<file path="src/rtl/mips_mc_ctrl_pkg.sv">
// Shared definitions for the multicycle MIPS control sequencer: opcodes, function codes,
// FSM state encodings, datapath mux encodings and the control bundle type.
package mips_mc_ctrl_pkg;

    localparam logic [5:0] OP_RTYPE = 6'b000000;
    localparam logic [5:0] OP_LW    = 6'b100011;
    localparam logic [5:0] OP_SW    = 6'b101011;
    localparam logic [5:0] OP_BEQ   = 6'b000100;
    localparam logic [5:0] OP_J     = 6'b000010;
    localparam logic [5:0] OP_ADDI  = 6'b001000;

    localparam logic [5:0] FN_ADD = 6'h20;
    localparam logic [5:0] FN_SUB = 6'h22;
    localparam logic [5:0] FN_AND = 6'h24;
    localparam logic [5:0] FN_OR  = 6'h25;
    localparam logic [5:0] FN_SLT = 6'h2a;

    typedef enum logic [3:0] {
        ST_FETCH   = 4'd0,
        ST_DECODE  = 4'd1,
        ST_MEMADR  = 4'd2,
        ST_MEMRD   = 4'd3,
        ST_MEMWB   = 4'd4,
        ST_MEMWR   = 4'd5,
        ST_EXEC    = 4'd6,
        ST_RWB     = 4'd7,
        ST_BRANCH  = 4'd8,
        ST_JUMP    = 4'd9,
        ST_ILLEGAL = 4'd10,
        ST_ADDI_EX = 4'd11,
        ST_ADDI_WB = 4'd12
    } state_e;

    typedef enum logic [1:0] {
        SRCB_RT     = 2'b00,
        SRCB_FOUR   = 2'b01,
        SRCB_IMM    = 2'b10,
        SRCB_IMM_SH = 2'b11
    } srcb_e;

    typedef enum logic [1:0] {
        ALUOP_ADD   = 2'b00,
        ALUOP_SUB   = 2'b01,
        ALUOP_FUNCT = 2'b10,
        ALUOP_RSVD  = 2'b11
    } aluop_e;

    typedef enum logic [1:0] {
        PCSRC_ALU    = 2'b00,
        PCSRC_ALUOUT = 2'b01,
        PCSRC_JUMP   = 2'b10,
        PCSRC_RSVD   = 2'b11
    } pcsrc_e;

    typedef struct packed {
        logic   pcwrite;
        logic   pcwritecond;
        logic   iord;
        logic   memread;
        logic   memwrite;
        logic   irwrite;
        logic   memtoreg;
        logic   regdst;
        logic   regwrite;
        logic   alusrca;
        srcb_e  alusrcb;
        aluop_e aluop;
        pcsrc_e pcsource;
        logic   inst_done;
    } ctrl_t;

    // Loads and stores share the address-calculation state.
    function automatic logic is_mem_op(input logic [5:0] op);
        return (op == OP_LW) || (op == OP_SW);
    endfunction

endpackage

</file>
<file path="src/rtl/mips_mc_ctrl_if.sv">
// Control/handshake bundle between the multicycle sequencer (master) and the datapath (slave).
interface mips_mc_ctrl_if #(parameter int CNT_W = 32);

    logic [5:0]       opcode;
    logic             mem_ready;
    logic             PCWrite;
    logic             PCWriteCond;
    logic             IorD;
    logic             MemRead;
    logic             MemWrite;
    logic             IRWrite;
    logic             MemtoReg;
    logic             RegDst;
    logic             RegWrite;
    logic             ALUSrcA;
    logic [1:0]       ALUSrcB;
    logic [1:0]       ALUOp;
    logic [1:0]       PCSource;
    logic             inst_done;
    logic             illegal_op;
    logic [CNT_W-1:0] retired;
    logic [3:0]       state;

    modport master (
        input  opcode, mem_ready,
        output PCWrite, PCWriteCond, IorD, MemRead, MemWrite, IRWrite, MemtoReg, RegDst,
               RegWrite, ALUSrcA, ALUSrcB, ALUOp, PCSource, inst_done, illegal_op, retired, state
    );

    modport slave (
        output opcode, mem_ready,
        input  PCWrite, PCWriteCond, IorD, MemRead, MemWrite, IRWrite, MemtoReg, RegDst,
               RegWrite, ALUSrcA, ALUSrcB, ALUOp, PCSource, inst_done, illegal_op, retired, state
    );

endinterface

</file>
<file path="src/rtl/mips_mc_ctrl_outdec.sv">
// Combinational decode of FSM state (plus mem_ready) into datapath control strobes and mux selects.
// ADDI states are decoded only when MIPS_MC_ADDI_EN is defined.
module mips_mc_ctrl_outdec
    import mips_mc_ctrl_pkg::*;
(
    input  state_e state,
    input  logic   mem_ready,
    output ctrl_t  ctrl
);

    // Per-state control decode; everything idles unless the state asks for it.
    always_comb begin
        ctrl = '0;
        case (state)
            ST_FETCH: begin
                ctrl.memread  = 1'b1;
                ctrl.alusrcb  = SRCB_FOUR;
                ctrl.irwrite  = mem_ready;
                ctrl.pcwrite  = mem_ready;
            end
            ST_DECODE: begin
                ctrl.alusrcb  = SRCB_IMM_SH;
            end
            ST_MEMADR: begin
                ctrl.alusrca  = 1'b1;
                ctrl.alusrcb  = SRCB_IMM;
            end
            ST_MEMRD: begin
                ctrl.memread  = 1'b1;
                ctrl.iord     = 1'b1;
            end
            ST_MEMWB: begin
                ctrl.memtoreg  = 1'b1;
                ctrl.regwrite  = 1'b1;
                ctrl.inst_done = 1'b1;
            end
            ST_MEMWR: begin
                ctrl.memwrite  = 1'b1;
                ctrl.iord      = 1'b1;
                ctrl.inst_done = mem_ready;
            end
            ST_EXEC: begin
                ctrl.alusrca  = 1'b1;
                ctrl.alusrcb  = SRCB_RT;
                ctrl.aluop    = ALUOP_FUNCT;
            end
            ST_RWB: begin
                ctrl.regdst    = 1'b1;
                ctrl.regwrite  = 1'b1;
                ctrl.inst_done = 1'b1;
            end
            ST_BRANCH: begin
                ctrl.alusrca     = 1'b1;
                ctrl.alusrcb     = SRCB_RT;
                ctrl.aluop       = ALUOP_SUB;
                ctrl.pcwritecond = 1'b1;
                ctrl.pcsource    = PCSRC_ALUOUT;
                ctrl.inst_done   = 1'b1;
            end
            ST_JUMP: begin
                ctrl.pcwrite   = 1'b1;
                ctrl.pcsource  = PCSRC_JUMP;
                ctrl.inst_done = 1'b1;
            end
`ifdef MIPS_MC_ADDI_EN
            ST_ADDI_EX: begin
                ctrl.alusrca  = 1'b1;
                ctrl.alusrcb  = SRCB_IMM;
            end
            ST_ADDI_WB: begin
                ctrl.regwrite  = 1'b1;
                ctrl.inst_done = 1'b1;
            end
`endif
            ST_ILLEGAL: begin
                ctrl = '0;
            end
            default: begin
                ctrl = '0;
            end
        endcase
    end

endmodule

</file>
<file path="src/rtl/mips_mc_ctrl.sv">
// Multicycle MIPS control sequencer: state register, next-state logic, retired counter and sticky
// illegal-opcode flag. Optional ADDI support is enabled by defining MIPS_MC_ADDI_EN.
module mips_mc_ctrl
    import mips_mc_ctrl_pkg::*;
#(
    parameter int CNT_W = 32
) (
    input  logic           clock,
    input  logic           reset,
    mips_mc_ctrl_if.master bus
);

    state_e           state_r;
    state_e           next_state_s;
    logic [CNT_W-1:0] retired_r;
    logic             illegal_r;
    ctrl_t            ctrl_s;
    ctrl_t            ctrl_gated_s;

    mips_mc_ctrl_outdec u_outdec (
        .state     (state_r),
        .mem_ready (bus.mem_ready),
        .ctrl      (ctrl_s)
    );

    // Next-state sequencing; memory states hold until mem_ready.
    always_comb begin
        next_state_s = state_r;
        case (state_r)
            ST_FETCH: begin
                if (bus.mem_ready) next_state_s = ST_DECODE;
                else               next_state_s = ST_FETCH;
            end
            ST_DECODE: begin
                if (is_mem_op(bus.opcode)) begin
                    next_state_s = ST_MEMADR;
                end else begin
                    case (bus.opcode)
                        OP_RTYPE: next_state_s = ST_EXEC;
                        OP_BEQ:   next_state_s = ST_BRANCH;
                        OP_J:     next_state_s = ST_JUMP;
`ifdef MIPS_MC_ADDI_EN
                        OP_ADDI:  next_state_s = ST_ADDI_EX;
`endif
                        default:  next_state_s = ST_ILLEGAL;
                    endcase
                end
            end
            ST_MEMADR: begin
                if (bus.opcode == OP_LW) next_state_s = ST_MEMRD;
                else                     next_state_s = ST_MEMWR;
            end
            ST_MEMRD: begin
                if (bus.mem_ready) next_state_s = ST_MEMWB;
                else               next_state_s = ST_MEMRD;
            end
            ST_MEMWB:   next_state_s = ST_FETCH;
            ST_MEMWR: begin
                if (bus.mem_ready) next_state_s = ST_FETCH;
                else               next_state_s = ST_MEMWR;
            end
            ST_EXEC:    next_state_s = ST_RWB;
            ST_RWB:     next_state_s = ST_FETCH;
            ST_BRANCH:  next_state_s = ST_FETCH;
            ST_JUMP:    next_state_s = ST_FETCH;
            ST_ILLEGAL: next_state_s = ST_ILLEGAL;
`ifdef MIPS_MC_ADDI_EN
            ST_ADDI_EX: next_state_s = ST_ADDI_WB;
            ST_ADDI_WB: next_state_s = ST_FETCH;
`endif
            default:    next_state_s = ST_FETCH;
        endcase
    end

    // State, retired counter and sticky illegal flag.
    always_ff @(posedge clock) begin
        if (reset) begin
            state_r   <= ST_FETCH;
            retired_r <= '0;
            illegal_r <= 1'b0;
        end else begin
            state_r <= next_state_s;
            if (ctrl_s.inst_done) retired_r <= retired_r + CNT_W'(1);
            else                  retired_r <= retired_r;
            if (next_state_s == ST_ILLEGAL) illegal_r <= 1'b1;
            else                            illegal_r <= illegal_r;
        end
    end

    // Reset forces every strobe and mux select low so no write can leak out mid-instruction.
    always_comb begin
        ctrl_gated_s = '0;
        if (reset) ctrl_gated_s = '0;
        else       ctrl_gated_s = ctrl_s;
    end

    assign bus.PCWrite     = ctrl_gated_s.pcwrite;
    assign bus.PCWriteCond = ctrl_gated_s.pcwritecond;
    assign bus.IorD        = ctrl_gated_s.iord;
    assign bus.MemRead     = ctrl_gated_s.memread;
    assign bus.MemWrite    = ctrl_gated_s.memwrite;
    assign bus.IRWrite     = ctrl_gated_s.irwrite;
    assign bus.MemtoReg    = ctrl_gated_s.memtoreg;
    assign bus.RegDst      = ctrl_gated_s.regdst;
    assign bus.RegWrite    = ctrl_gated_s.regwrite;
    assign bus.ALUSrcA     = ctrl_gated_s.alusrca;
    assign bus.ALUSrcB     = ctrl_gated_s.alusrcb;
    assign bus.ALUOp       = ctrl_gated_s.aluop;
    assign bus.PCSource    = ctrl_gated_s.pcsource;
    assign bus.inst_done   = ctrl_gated_s.inst_done;
    assign bus.illegal_op  = illegal_r;
    assign bus.retired     = retired_r;
    assign bus.state       = state_r;

endmodule
</file>
<file path="src/flat_wrapper.sv">
// flat-port wrapper written by rule: the top's interface ports become plain ports
module mips_mc_ctrl_flat import mips_mc_ctrl_pkg::*;
#(
    parameter int CNT_W = 32
)
  (clock, reset, bus_opcode, bus_mem_ready, bus_PCWrite, bus_PCWriteCond, bus_IorD, bus_MemRead, bus_MemWrite, bus_IRWrite, bus_MemtoReg, bus_RegDst, bus_RegWrite, bus_ALUSrcA, bus_ALUSrcB, bus_ALUOp, bus_PCSource, bus_inst_done, bus_illegal_op, bus_retired, bus_state);
  mips_mc_ctrl_if #(.CNT_W(CNT_W)) bus_i ();
  input  logic clock;
  input  logic reset;
  input wire logic [$bits(bus_i.opcode)-1:0] bus_opcode;
  input wire logic [$bits(bus_i.mem_ready)-1:0] bus_mem_ready;
  output wire logic [$bits(bus_i.PCWrite)-1:0] bus_PCWrite;
  output wire logic [$bits(bus_i.PCWriteCond)-1:0] bus_PCWriteCond;
  output wire logic [$bits(bus_i.IorD)-1:0] bus_IorD;
  output wire logic [$bits(bus_i.MemRead)-1:0] bus_MemRead;
  output wire logic [$bits(bus_i.MemWrite)-1:0] bus_MemWrite;
  output wire logic [$bits(bus_i.IRWrite)-1:0] bus_IRWrite;
  output wire logic [$bits(bus_i.MemtoReg)-1:0] bus_MemtoReg;
  output wire logic [$bits(bus_i.RegDst)-1:0] bus_RegDst;
  output wire logic [$bits(bus_i.RegWrite)-1:0] bus_RegWrite;
  output wire logic [$bits(bus_i.ALUSrcA)-1:0] bus_ALUSrcA;
  output wire logic [$bits(bus_i.ALUSrcB)-1:0] bus_ALUSrcB;
  output wire logic [$bits(bus_i.ALUOp)-1:0] bus_ALUOp;
  output wire logic [$bits(bus_i.PCSource)-1:0] bus_PCSource;
  output wire logic [$bits(bus_i.inst_done)-1:0] bus_inst_done;
  output wire logic [$bits(bus_i.illegal_op)-1:0] bus_illegal_op;
  output wire logic [$bits(bus_i.retired)-1:0] bus_retired;
  output wire logic [$bits(bus_i.state)-1:0] bus_state;
  assign bus_i.opcode = bus_opcode;
  assign bus_i.mem_ready = bus_mem_ready;
  assign bus_PCWrite = bus_i.PCWrite;
  assign bus_PCWriteCond = bus_i.PCWriteCond;
  assign bus_IorD = bus_i.IorD;
  assign bus_MemRead = bus_i.MemRead;
  assign bus_MemWrite = bus_i.MemWrite;
  assign bus_IRWrite = bus_i.IRWrite;
  assign bus_MemtoReg = bus_i.MemtoReg;
  assign bus_RegDst = bus_i.RegDst;
  assign bus_RegWrite = bus_i.RegWrite;
  assign bus_ALUSrcA = bus_i.ALUSrcA;
  assign bus_ALUSrcB = bus_i.ALUSrcB;
  assign bus_ALUOp = bus_i.ALUOp;
  assign bus_PCSource = bus_i.PCSource;
  assign bus_inst_done = bus_i.inst_done;
  assign bus_illegal_op = bus_i.illegal_op;
  assign bus_retired = bus_i.retired;
  assign bus_state = bus_i.state;
  mips_mc_ctrl #(.CNT_W(CNT_W)) u_core (.clock(clock), .reset(reset), .bus(bus_i));
endmodule
</file>
<file path="config.mk">
export PLATFORM = sky130hd
export DESIGN_NAME = mips_mc_ctrl_flat
export DESIGN_NICKNAME = d
export VERILOG_FILES = /design/src/rtl/mips_mc_ctrl_pkg.sv /design/src/rtl/mips_mc_ctrl_if.sv /design/src/rtl/mips_mc_ctrl_outdec.sv /design/src/rtl/mips_mc_ctrl.sv /design/src/flat_wrapper.sv
export SDC_FILE = /design/constraint.sdc
export NUM_CORES = 1
export LEC_CHECK = 0
export ABC_AREA = 0
export CAP_MARGIN = 30
export CORE_ASPECT_RATIO = 0.9
export CORE_MARGIN = 8
export CORE_UTILIZATION = 47
export CTS_CLUSTER_DIAMETER = 50
export CTS_CLUSTER_SIZE = 14
export DETAILED_ROUTE_END_ITERATION = 7
export GPL_ROUTABILITY_DRIVEN = 0
export PLACE_DENSITY = 0.8
export SYNTH_ARGS = -nofsm -noshare
export SYNTH_HDL_FRONTEND = slang
export SYNTH_SLANG_ARGS = --single-unit
</file>
<file path="constraint.sdc">
create_clock -name clock -period 3.4 [get_ports clock]
set_clock_uncertainty 0.15 [all_clocks]
set_input_delay 0.68 -clock clock [delete_from_list [all_inputs] [get_ports clock]]
set_output_delay 0.68 -clock clock [all_outputs]
set_load 0.05 [all_outputs]
</file>
=== Word level (Yosys, flattened, before mapping) ===
Cells that the tools add are included.

* Input bits: 9
* Register bits: 37
* Output and inout bits: 54
* Word-level logic and storage cells: 49

* Add/sub/neg operators: 1
* Eq/ne operators: 15
* Reductions and logical operators: 8
* Multiplexer cells: 22

{| class="wikitable"
|+ Operators with widths
! cell !! number
|-
| adder 32 x 1 -> 32 bit, second input constant || 1
|-
| one-hot mux 4 bit (7 select lines) || 1
|-
| 2-to-1 mux 17 bit || 1
|-
| == test 4 x 3 -> 1 bit, second input constant || 4
|-
| == test 4 bit, second input constant || 4
|-
| == test 6 bit, second input constant || 2
|-
| one-hot mux 4 bit (3 select lines) || 1
|-
| 2-to-1 mux 1 bit || 10
|-
| 2-to-1 mux 3 bit || 3
|-
| == test 4 x 2 -> 1 bit, second input constant || 2
|-
| one-hot mux 2 bit (2 select lines) || 2
|-
| == test 6 x 2 -> 1 bit, second input constant || 1
|-
| == test 6 x 3 -> 1 bit, second input constant || 1
|-
| zero test 6 bit || 1
|-
| one-hot mux 2 bit (3 select lines) || 1
|-
| OR reduction 2 bit || 3
|-
| == test 4 x 1 -> 1 bit, second input constant || 1
|-
| zero test 4 bit || 1
|-
| 2-to-1 mux 4 bit || 1
|-
| one-hot mux 1 bit (2 select lines) || 2
|-
| OR reduction 4 bit || 1
|-
| OR reduction 3 bit || 1
|-
| logical OR 1 bit || 1
|}

=== Longest topological paths before layout ===
Gate-level depths: netlist of the first run.

* Depth in word-level cells: 5
* Depth in mapped cells: 8
* Mapped depth without buffers: 6

=== Cells and area by module ===
From an unflattened synthesis of the first run, not the netlist that was laid out.

* Cell total of the unflattened synthesis: 270
* Area, all modules: 2,164.6 sq um

{| class="wikitable"
|+ By module, submodules not included
! module !! seq. area each (sq um) !! instances !! cells each !! area an instance (sq um)
|-
| mips_mc_ctrl || 740.7 || 1 || 234 || 1,943.1
|-
| mips_mc_ctrl_outdec || 0.0 || 1 || 36 || 221.5
|}

=== Worst setup path before layout of the first run ===
No wires, ideal clock.

* Path type: flip-flop to output port
* Start point: register u_core.state_r[2] (netlist: u_core.bus.state[2])
* End point: output port bus_PCWrite
* Data arrival time: 3.322 ns
* Stages on the path, launching flop included: 5
* Path slack: -0.752 ns
* Path buffers: 1
* Required time: 2.570 ns
* Cells stage by stage: dfxtp_1 buf_2 or3_1 nor4b_1 or2_2

* Cells in the longest elaborated chain, start to end: 3
* Elaborated cells on any way between the ends: 4
* Classes of those cells: eq/ne: 1; mux: 2; reduce/logical: 1

{| class="wikitable"
|+ RTL lines
! element !! RTL line !! RTL
|-
| from (decl) || mips_mc_ctrl.sv:13 || <nowiki>state_e state_r;</nowiki>
|-
| from (signal assigned) || mips_mc_ctrl.sv:82 || <nowiki>state_r <= next_state_s;</nowiki>
|-
| == test 4 bit / zero test 4 bit (equally long branches) || mips_mc_ctrl_outdec.sv:14 || <nowiki>case (state)</nowiki>
|-
| one-hot mux 1 bit (2 select lines) (*) || mips_mc_ctrl_outdec.sv:14 ||
|-
| 2-to-1 mux 17 bit (*) || mips_mc_ctrl.sv:93 || <nowiki>if (reset) ctrl_gated_s = '0;</nowiki>
|-
| to (decl) || flat_wrapper.sv:12 || <nowiki>output wire logic [$bits(bus_i.PCWrite)-1:0] bus_PCWrite;</nowiki>
|}

Mark *: on every way between the ends. The rest lies on a longest branch, timed or not.

=== Final worst setup path of the first run ===
* Start point: input port bus_mem_ready
* End point: output port bus_inst_done

* Cells in the longest elaborated chain, start to end: 2

{| class="wikitable"
|+ RTL lines
! element !! RTL line !! RTL
|-
| from (decl) || flat_wrapper.sv:11 || <nowiki>input wire logic [$bits(bus_i.mem_ready)-1:0] bus_mem_ready;</nowiki>
|-
| one-hot mux 1 bit (2 select lines) || mips_mc_ctrl_outdec.sv:14 ||
|-
| 2-to-1 mux 17 bit || mips_mc_ctrl.sv:93 ||
|-
| to (decl) || flat_wrapper.sv:25 || <nowiki>output wire logic [$bits(bus_i.inst_done)-1:0] bus_inst_done;</nowiki>
|}

Every way passes these cells.

==> impl_results.md, run 1 <==
- Startpoint types: input port
- Post-detailed-route count of antenna-violating nets: 0
- Post-synth top area share: 0.363
- # nets final: 331
- Post-synthesis cell count: 262
- Post-synth ARST share: 0
- CTS Hold Bufs: 0
- Max cap viols: 0
- Crit path DAT: 2.22 ns
- CTS resizes: 0
- Syn Std Cell Area: 2040 um^2
- Met2 Wirelength: 2.82 mm
- Top achievable clock speed: 328 MHz
- Final worst-path cycle share: 0.897
- Final WL: 5.68 mm
- Top post-synthesis cells by count: dfxtp_1 (37), nor2_1 (28), a21oi_1 (21)
- Clock sink count: 37
- Placed insts: 362
- Synth Warn #: 0
- Max Root-Sink Buffers: 2
- Post-synthesis sequential area ratio: 0.363
- Core area: 4130 um^2
- DR vias/cell: 5.79
- Worst Max-Slew Pin Slew: 0.700 ns
- Post-synth top area cell: dfxtp_1
- Worst skew pair latency: 0.30 ns
- Initial Util: 0.495
- Die Y: 78.5 um
- Highest routed layer: met4
- Fillers: 347
- Worst setup EP type: primary output
- GR Util All Layers: 0.171
- Num CTS Buffers: 5
- Setup tns final: 0 ns
- Syn_nets: 272
- Number of DRC markers in iteration 0: 114
- Post-CTS Setup Inserts: 0
- First-pass GRT wire length: 9.55 mm
- Port-buffer cells: 62
- Peak VDD IR: 0.328 mV
- CTS tree: yes
- Area growth from synthesis to layout: 41.7%
- Die Wd: 85.5 um
- Global route overflow: 0
- Ports: 63
- Most frequent cell after synthesis: dfxtp_1
- Pwr Density: 370 nW/um^2
- Router iterations before antenna repair: 6
- Number of flops mapped to enable cells by yosys: 0
- WS Path Type: input port to primary output
- Top FF cell, synth: dfxtp_1
- Req. time, crit path: 2.57 ns
- Pins Over Slew Limit: 0
- Die ar.: 6710 um^2
- # rows: 22
- Met1 WL: 2.52 mm
- Vias: 2144
- Dpl hpwl: 4.21 mm
- Wire per inst: 15.4 um
- Slew HR: 0.532
- Crit Path Max Fanout: 18
- Setup violators final: 0
- Initial antenna violation count: 0
- Final hold vios: 0
- RSZ-0062 raised after global routing: false
- Non-Filler Instances: 370
- Status: finished clean
- Synth top area cells: dfxtp_1 (36%), xnor2_1 (6.4%), a21oi_1 (5.1%)
- Min Clock Period, post-route: 3.05 ns
- H-tree levels: 2
- Avg Inst Size Synth: 7.79 um^2
- Synth Register Bits: 37
- Share of post-route cells with drive strength above 1: 0.124
- CTS Root Cell: clkbuf_8
- Diodes inserted: 0
- Wire length on met3: 288 um
- DRC Markers: 0
- Pin count of the biggest net entering global routing: 37
- Hold WC Path Type: register to register
- Netlist cell types: 39
- Vias in the first global route: 2064
- Lkg Pwr: 0.921 nW
- Clock transition at path regs: 0.07 ns
-- state kept, by name (all words and copies together), names as in the netlist --
name	cells
u_core.bus.retired	32
u_core.bus.state	4
u_core.bus.illegal_op	1
-- metrics by stage --
stage	power [W]	setup slack, ns	utilization	hold slack, ns	area [um^2]
2_1_floorplan	0.000657	0.0205	-	0.546	2060
3_3_place_gp	0.000769	0.285	0.680	0.299	2810
3_5_place_dp	0.000774	0.233	0.680	0.305	2810
4_1_cts	0.00108	0.358	0.701	0.328	2890
5_1_grt	0.00111	0.271	0.701	0.340	2890
6_report	0.00107	0.349	0.701	0.337	2890
-- metal layers --
| layer | track usage | vias to the layer above |
|---|---|---|
| met2 | 0.296 | 45 |
| met4 | 0.0629 | 0 |
| met1 | 0.194 | 1030 |
| li1 | - | 1063 |
| met5 | 0 | - |
| met3 | 0.0520 | 6 |
-- where the power goes --
| part | switching [W] | total (W) | internal [W] |
|---|---|---|---|
| registers | 0.0000231 | 0.000465 | 0.000442 |
| clock network | 0.000165 | 0.000307 | 0.000141 |
| logic | 0.000174 | 0.000299 | 0.000124 |
-- area by class of cell --
cell class / instances / area [um^2] / share of cell area
Inverter: 4 / 15.0 / 0.00519
Clock buffer: 5 / 68.8 / 0.0238
Sequential cell: 37 / 741 / 0.256
Clock inverter: 3 / 17.5 / 0.00606
Timing Repair Buffer: 68 / 773 / 0.267
Multi-Input combinational cell: 205 / 1220 / 0.421
Tap cell: 48 / 60.1 / 0.0208
-- cells in the final DEF (no fill, tap or decap), types with 4 or more instances in the layout --
master | Yosys | routed
a21oi_1 | 21 | 21
buf_12 | 0 | 12
buf_4 | 2 | 11
clkbuf_8 | 0 | 5
clkdlybuf4s50_1 | 0 | 45
dfxtp_1 | 37 | 37
inv_1 | 4 | 4
nand2_1 | 16 | 16
nand2b_1 | 9 | 9
nand3_1 | 10 | 10
nand4_1 | 7 | 7
nor2_1 | 28 | 28
nor3_1 | 12 | 10
nor4_1 | 11 | 11
o21ai_0 | 19 | 19
or2_2 | 4 | 4
or3_1 | 16 | 16
or4_1 | 6 | 6
xnor2_1 | 15 | 15
-- final timing paths --
| check | start | end | slack, ns | depth (start not counted) |
|---|---|---|---|---|
| setup / recovery | bus_mem_ready | bus_inst_done | 0.35 | 6 |
| hold / removal | u_core.bus.illegal_op | u_core.bus.illegal_op | 0.34 | 1 |
| setup reg to reg | u_core.bus.state[1] | u_core.bus.retired[30] | 0.63 | 6 |
| hold reg to reg | u_core.bus.illegal_op | u_core.bus.illegal_op | 0.34 | 1 |
-- cells by family after synthesis --
group / count (synthesis) / synth area share
buffers and inverters: 20 / 0.0490
muxes: 1 / 0.00490
AOI/OAI and AO/OA: 48 / 0.129
adders and majority gates: 1 / 0.00613
DFF: 37 / 0.363
and+or+nand+nor: 137 / 0.371
xor gates and xnor gates: 18 / 0.0772
-- worst max-delay path: stages --
cell	delay (ns)
clkdlybuf4s50_1	0.58
nor3b_1	0.10
o31a_1	0.30
buf_4	0.20
nor2_1	0.18
buf_12	0.17
Power figures use the tool's default switching activity.
==> inputs of run 2 (changes only) <==
--- a/config.mk
+++ b/config.mk
@@ -11,7 +11,7 @@
 export CORE_MARGIN = 8
 export CORE_UTILIZATION = 47
 export CTS_CLUSTER_DIAMETER = 50
-export CTS_CLUSTER_SIZE = 14
+export CTS_CLUSTER_SIZE = 30
 export DETAILED_ROUTE_END_ITERATION = 7
 export GPL_ROUTABILITY_DRIVEN = 0
 export PLACE_DENSITY = 0.8
==> results of run 2 <==
The final DEF is identical to that of run 1; final timing and power are the same.
